### config.mk
export PLATFORM = sky130hd
export DESIGN_NAME = serial_lane_arbiter_flat
export DESIGN_NICKNAME = d
export VERILOG_FILES = /design/src/rtl/serial_lane_arbiter_if.sv /design/src/rtl/serial_lane_arbiter.sv /design/src/flat_wrapper.sv
export SDC_FILE = /design/constraint.sdc
export NUM_CORES = 1
export LEC_CHECK = 0
export ABC_AREA = 0
export CAP_MARGIN = 10
export CORE_ASPECT_RATIO = 0.9
export CORE_MARGIN = 5
export CORE_UTILIZATION = 40
export CTS_CLUSTER_SIZE = 12
export DETAILED_ROUTE_END_ITERATION = 8
export GPL_ROUTABILITY_DRIVEN = 0
export HOLD_SLACK_MARGIN = 0.03
export PLACE_DENSITY = 0.72
export SYNTH_ARGS = -nofsm -noshare
export SYNTH_HDL_FRONTEND = slang
export SYNTH_SLANG_ARGS = --single-unit
### constraint.sdc
create_clock -name clk_4f -period 2.4 [get_ports clk_4f]
set_input_delay 0.36 -clock clk_4f [delete_from_list [all_inputs] [get_ports clk_4f]]
set_output_delay 0.36 -clock clk_4f [all_outputs]
set_load 0.05 [all_outputs]
### src/rtl/serial_lane_arbiter_if.sv
// Requester-side bus and serializer-side byte stream of the serial lane arbiter.
// The arbiter connects through the slave modport; requesters drive the master modport.
interface serial_lane_arbiter_if #(
    parameter int NUM_REQ = 4
);
    logic [NUM_REQ-1:0]   req;
    logic [8*NUM_REQ-1:0] data_in;
    logic [NUM_REQ-1:0]   valid_in;
    logic [NUM_REQ-1:0]   last_in;
    logic [NUM_REQ-1:0]   ready_out;
    logic [NUM_REQ-1:0]   grant;
    logic [7:0]           data_out;
    logic                 valid_out;
    logic                 busy;

    modport master (
        output req, data_in, valid_in, last_in,
        input  ready_out, grant, data_out, valid_out, busy
    );

    modport slave (
        input  req, data_in, valid_in, last_in,
        output ready_out, grant, data_out, valid_out, busy
    );
endinterface

### src/rtl/serial_lane_arbiter.sv
// Shares one serializer lane among NUM_REQ byte streams: header, payload, idle gap.
// Define FIXED_PRIO_EN for strict lowest-index-wins arbitration instead of round-robin.
module serial_lane_arbiter #(
    parameter int NUM_REQ    = 4,
    parameter int MAX_BURST  = 16,
    parameter int GAP_CYCLES = 2
) (
    input logic                  clk_4f,
    input logic                  reset,
    serial_lane_arbiter_if.slave lane
);
    localparam int IDX_W = $clog2(NUM_REQ);
    localparam int CNT_W = $clog2(MAX_BURST + 1);

    typedef enum logic [1:0] {IDLE, HEADER, PAYLOAD, GAP} state_t;

    state_t             state_q, state_n;
    logic [NUM_REQ-1:0] grant_q, grant_n;
    logic [7:0]         data_q, data_n;
    logic               valid_q, valid_n;
    logic               busy_q, busy_n;
    logic [CNT_W-1:0]   count_q, count_n;
    logic [3:0]         gap_q, gap_n;
    logic [IDX_W-1:0]   owner_q, owner_n;

    logic               win_found;
    logic [IDX_W-1:0]   win_idx;
    logic [7:0]         sel_data;
    logic               sel_valid;
    logic               sel_last;

`ifdef FIXED_PRIO_EN
    // Descending scan so the lowest requesting index is the one left standing.
    always_comb begin
        win_found = 1'b0;
        win_idx   = '0;
        for (int k = NUM_REQ - 1; k >= 0; k--) begin
            if (lane.req[k]) begin
                win_found = 1'b1;
                win_idx   = IDX_W'(k);
            end
        end
    end
`else
    logic [IDX_W-1:0] ptr_q, ptr_n;
    int               cand;

    // Scan upward from the requester after the last winner, wrapping at NUM_REQ.
    always_comb begin
        win_found = 1'b0;
        win_idx   = '0;
        cand      = 0;
        for (int k = 1; k <= NUM_REQ; k++) begin
            cand = int'(ptr_q) + k;
            if (cand >= NUM_REQ) cand = cand - NUM_REQ;
            if (!win_found && lane.req[IDX_W'(cand)]) begin
                win_found = 1'b1;
                win_idx   = IDX_W'(cand);
            end
        end
    end
`endif

    // Payload path of the current owner; other requesters' strobes never reach the FSM.
    always_comb begin
        sel_data  = '0;
        sel_valid = 1'b0;
        sel_last  = 1'b0;
        for (int k = 0; k < NUM_REQ; k++) begin
            if (owner_q == IDX_W'(k)) begin
                sel_data  = lane.data_in[8*k +: 8];
                sel_valid = lane.valid_in[k];
                sel_last  = lane.last_in[k];
            end
        end
    end

    // NOTE: every next-state signal is defaulted to its held value first, so no path infers a latch.
    always_comb begin
        state_n = state_q;
        grant_n = grant_q;
        data_n  = data_q;
        valid_n = 1'b0;
        busy_n  = busy_q;
        count_n = count_q;
        gap_n   = gap_q;
        owner_n = owner_q;
`ifndef FIXED_PRIO_EN
        ptr_n   = ptr_q;
`endif
        unique case (state_q)
            IDLE: begin
                data_n = 8'h00;
                if (win_found) begin
                    grant_n = NUM_REQ'(1) << win_idx;
                    owner_n = win_idx;
`ifndef FIXED_PRIO_EN
                    ptr_n   = win_idx;
`endif
                    // High nibble 0xA keeps a header distinct from the 0xBC fill symbol.
                    data_n  = {4'hA, 1'b0, 3'(win_idx)};
                    valid_n = 1'b1;
                    busy_n  = 1'b1;
                    state_n = HEADER;
                end
            end
            HEADER: begin
                count_n = '0;
                state_n = PAYLOAD;
            end
            PAYLOAD: begin
                if (sel_valid) begin
                    data_n  = sel_data;
                    valid_n = 1'b1;
                    count_n = count_q + 1'b1;
                    if (sel_last || count_n == CNT_W'(MAX_BURST)) begin
                        grant_n = '0;
                        if (GAP_CYCLES == 0) begin
                            busy_n  = 1'b0;
                            state_n = IDLE;
                        end else begin
                            gap_n   = 4'(GAP_CYCLES);
                            state_n = GAP;
                        end
                    end
                end
            end
            GAP: begin
                if (gap_q <= 4'd1) begin
                    gap_n   = '0;
                    busy_n  = 1'b0;
                    data_n  = 8'h00;
                    state_n = IDLE;
                end else begin
                    gap_n = gap_q - 4'd1;
                end
            end
            default: state_n = IDLE;
        endcase
    end

    // NOTE: sequential state uses non-blocking assignments so every register samples pre-edge values.
    always_ff @(posedge clk_4f or negedge reset) begin
        if (!reset) begin
            state_q <= IDLE;
            grant_q <= '0;
            data_q  <= 8'h00;
            valid_q <= 1'b0;
            busy_q  <= 1'b0;
            count_q <= '0;
            gap_q   <= '0;
            owner_q <= '0;
`ifndef FIXED_PRIO_EN
            ptr_q   <= IDX_W'(NUM_REQ - 1);
`endif
        end else begin
            state_q <= state_n;
            grant_q <= grant_n;
            data_q  <= data_n;
            valid_q <= valid_n;
            busy_q  <= busy_n;
            count_q <= count_n;
            gap_q   <= gap_n;
            owner_q <= owner_n;
`ifndef FIXED_PRIO_EN
            ptr_q   <= ptr_n;
`endif
        end
    end

    assign lane.grant     = grant_q;
    assign lane.data_out  = data_q;
    assign lane.valid_out = valid_q;
    assign lane.busy      = busy_q;
    assign lane.ready_out = (state_q == PAYLOAD) ? grant_q : '0;
endmodule

### src/flat_wrapper.sv
// flat-port wrapper written by rule: the top's interface ports become plain ports
module serial_lane_arbiter_flat 
#(
    parameter int NUM_REQ    = 4,
    parameter int MAX_BURST  = 16,
    parameter int GAP_CYCLES = 2
)
  (clk_4f, reset, lane_req, lane_data_in, lane_valid_in, lane_last_in, lane_ready_out, lane_grant, lane_data_out, lane_valid_out, lane_busy);
  serial_lane_arbiter_if #(.NUM_REQ(NUM_REQ)) lane_i ();
  input logic clk_4f;
  input logic reset;
  input wire logic [$bits(lane_i.req)-1:0] lane_req;
  input wire logic [$bits(lane_i.data_in)-1:0] lane_data_in;
  input wire logic [$bits(lane_i.valid_in)-1:0] lane_valid_in;
  input wire logic [$bits(lane_i.last_in)-1:0] lane_last_in;
  output wire logic [$bits(lane_i.ready_out)-1:0] lane_ready_out;
  output wire logic [$bits(lane_i.grant)-1:0] lane_grant;
  output wire logic [$bits(lane_i.data_out)-1:0] lane_data_out;
  output wire logic [$bits(lane_i.valid_out)-1:0] lane_valid_out;
  output wire logic [$bits(lane_i.busy)-1:0] lane_busy;
  assign lane_i.req = lane_req;
  assign lane_i.data_in = lane_data_in;
  assign lane_i.valid_in = lane_valid_in;
  assign lane_i.last_in = lane_last_in;
  assign lane_ready_out = lane_i.ready_out;
  assign lane_grant = lane_i.grant;
  assign lane_data_out = lane_i.data_out;
  assign lane_valid_out = lane_i.valid_out;
  assign lane_busy = lane_i.busy;
  serial_lane_arbiter #(.NUM_REQ(NUM_REQ), .MAX_BURST(MAX_BURST), .GAP_CYCLES(GAP_CYCLES)) u_core (.clk_4f(clk_4f), .reset(reset), .lane(lane_i));
endmodule
==> impl_summary.log <==
INFO  metric design.final.nets = between 300 and 400
INFO  metric final_hold_slack = 0.463 ns
INFO  metric clockRootBuffer = clkbuf_8
INFO  metric max-vdd-ir-drop = 0.000861 V
INFO  metric path_delay_family = adder cells
INFO  metric path_clk_slew = about 0.07 ns
INFO  metric die_w = 81.3 um
INFO  metric clock_tree.htree_level_count = 2
INFO  metric layout.filler_cells = roughly 400
INFO  metric kind_of_critical_path = reg -> out
INFO  metric synth_seq_cells = 29
INFO  metric pwrdens = 1270 nW/um^2
INFO  metric drt_initial_violations = 67
INFO  metric critical-path-max-stage-delay = 0.52 ns
INFO  metric synth_cell_type_count = 40
INFO  metric synth.top_cell.area_share = 0.369
INFO  metric finalHoldViolations = 0
INFO  metric core_region_area = roughly 4400 sq um
INFO  metric first_global_vias = about 1.6k
INFO  metric grt_setup_unrepaired = no
INFO  metric layout-drive-gt1-share = 0.106
INFO  metric synthTopCellsByArea = dfrtp_1 (37%), mux4_1 (7.2%), nand2_1 (7.0%)
INFO  metric number_of_instances_in_the_synthesized_netlist = 188
INFO  metric cp_cell_sequence = inv_1 > ha_1 > and2_1 > buf_12
INFO  metric worstSkewPairLatency = 0.28 ns
INFO  metric drt_first_pass_iters = 6
INFO  metric dr_total_vias = 1,622
INFO  metric timing_worst_slew_pin_value = 0.579 ns
INFO  metric cp_num_buf_inv = 2
INFO  metric yosysMostFrequentCell = nand2_1
INFO  metric start_util = 0.413
INFO  metric timing.critical_path.arrival = 1.72 ns
INFO  metric cts_num_sinks = 29
INFO  metric drtAntennaViolNets = 0
INFO  metric drt-total-wl = 4790 um
INFO  metric required = 2.04 ns
INFO  metric initial_antenna_violation_count = 0
INFO  metric minimum_clock_period = 2.08 ns
INFO  metric postSynth.topFlopCell = dfrtp_1
INFO  metric worst_hold_path_type = in -> async
INFO  metric place_worst_setup_slack = 0.205 ns
INFO  metric layout_worst_path_cycle_share = 0.867
INFO  metric cts_hold_repair.buffers = 0
INFO  metric post_dp_hpwl = 3840 um
INFO  metric tritoncts_buffers = 5
INFO  metric antenna_cells = 0
INFO  metric grt_start_max_net_pins = 30
INFO  metric yosysTopAreaCell = dfrtp_1
INFO  metric num_rows = 23
INFO  metric p_leak = 1.17 nW
INFO  metric max-slew-margin-rel = 0.611
INFO  metric pin_count = 64
INFO  metric fin_ws = 0.320 ns
INFO  metric grt-ovfl-total = 0
INFO  metric syn_area = 1830 sq um
INFO  metric seqCellArea = between 700 and 800 sq um
INFO  metric syn2layout_area_growth = 45.4%
INFO  metric largest_fanout_of_any_net_on_the_critical_path = 16
INFO  metric synth_common_cells = nand2_1 (34), dfrtp_1 (27), o21ai_0 (21)
INFO  metric worst-r2r-cell-count = 5
INFO  metric vias_per_cell = 5.12
INFO  metric critical_path_cell_count = 4
INFO  metric synth_warnings = 0
INFO  metric postSynth.asyncResetShare = 1.00
INFO  metric final.setup.tns = 0 ns
INFO  metric synth.net_count = 241
INFO  metric synth.avg_cell_area = a little under 10 sq um
INFO  metric cts_repair_resize_count = 0
INFO  metric worst_clock_skew = 0.00616 ns
INFO  metric grtUsageTotal = 0.165
INFO  metric setup_viol = 0
INFO  metric clk_path_buf_depth = 2
INFO  metric synth.yosys.seq_area_share = 0.398
INFO  metric max_freq = 0.481 GHz
INFO  metric total_die_area = around 6000 sq um
INFO  metric critical_path.slowest_cell = ha_1
INFO  metric grt_first_pass_wirelength = 7580 um
INFO  metric finalMaxSlewViolations = 0
INFO  metric drc = 0
INFO  metric die_h = 74.2 um
INFO  metric setup_crit_end_kind = output port
INFO  metric synth_edf_count = 0
INFO  metric setup.worst_path.start_class = flop
INFO  metric multi_input_area = just over 1000 sq um
INFO  metric port_buffers = 63
INFO  metric max_cap_violations = 0
INFO  metric cts_setup_buffers = 0
INFO  metric detail_route.wl_per_cell = 15.1 um
INFO  metric cts_tree = yes
INFO  metric outcome = complete, no violations
## power breakdown
group	internal [mW]	switching [mW]	total, mW
clock	0.259	0.188	0.446
sequential	0.700	0.174	0.874
combinational	0.885	1.19	2.07
total	1.84	1.55	3.39
## cell type report
cell class | instances | area share
inverter | 14 | 0.0197
multi-input combinational | 138 | 0.380
tap | 62 | 0.0291
sequential | 29 | 0.273
clock inverter | 1 | 0.00188
clock buffer | 7 | 0.0362
timing repair buffer | 66 | 0.260
## worst paths after layout
kind	endpoint	slack, ns	from
worst max register to register	u_core.gap_q[3]	0.42	u_core.owner_q[1]
max in group asynchronous	u_core.ptr_q[1]	1.63	reset
worst min register to register	u_core.lane.data_out[3]	0.48	u_core.lane.data_out[3]
min in group clk_4f	u_core.lane.data_out[3]	0.48	u_core.lane.data_out[3]
worst min-delay path	u_core.count_q[4]	0.46	reset
worst max-delay path	lane_ready_out[1]	0.32	u_core.state_q[0]
## logic make-up (layout without fill, tap and decap cells)
family                   after synthesis  count (layout)  share of synthesized area
AO/OA/AOI/OAI                         53              53                      0.193
adder cells (fa/ha/maj)                7               7                     0.0478
buffers and inverters                 21              88                     0.0505
flip-flops                            29              29                      0.398
multiplexers                          11              11                      0.141
AND/OR/NAND/NOR                       67              67                      0.169
## through the flow
step | power, mW | util | area, sq um | cells
after global placement | 2.92 | 0.578 | 2560 | 309
after detailed placement | 2.96 | 0.578 | 2560 | 309
after global routing | 3.64 | 0.601 | 2660 | 317
final | 3.39 | 0.601 | 2660 | 317
after floorplan | 2.38 | - | 1830 | 188
after CTS | 3.41 | 0.601 | 2660 | 317
## metal layers
metal	vias up	GRT usage	wire length [um]
met5	-	0	0
met4	0	0.0563	83
met3	6	0.0436	132
met2	26	0.246	2270
met1	774	0.232	2300
li1	816	-	-
## state kept, by name, indices dropped and copies added, names as in the netlist
signal	flops
u_core.lane.data_out	8
u_core.count_q	5
u_core.gap_q	4
u_core.lane.grant	4
u_core.owner_q	2
u_core.ptr_q	2
u_core.state_q	2
u_core.lane.busy	1
u_core.lane.valid_out	1
## cells in the final DEF (no fill, tap or decap), drive strengths merged, types with 3 or more instances in the layout
cell type,count
a21oi,4
clkbuf,7
o21ai,21
mux4,10
o221ai,3
buf,7
nand2b,4
dfrtp,27
nand3,3
a21o,8
a22o,3
nand2,34
nor2,10
and2,5
o31ai,4
inv,14
clkdlybuf4s50,59
nor3,3
ha,7
No activity file was read; power rests on OpenSTA's default activity.
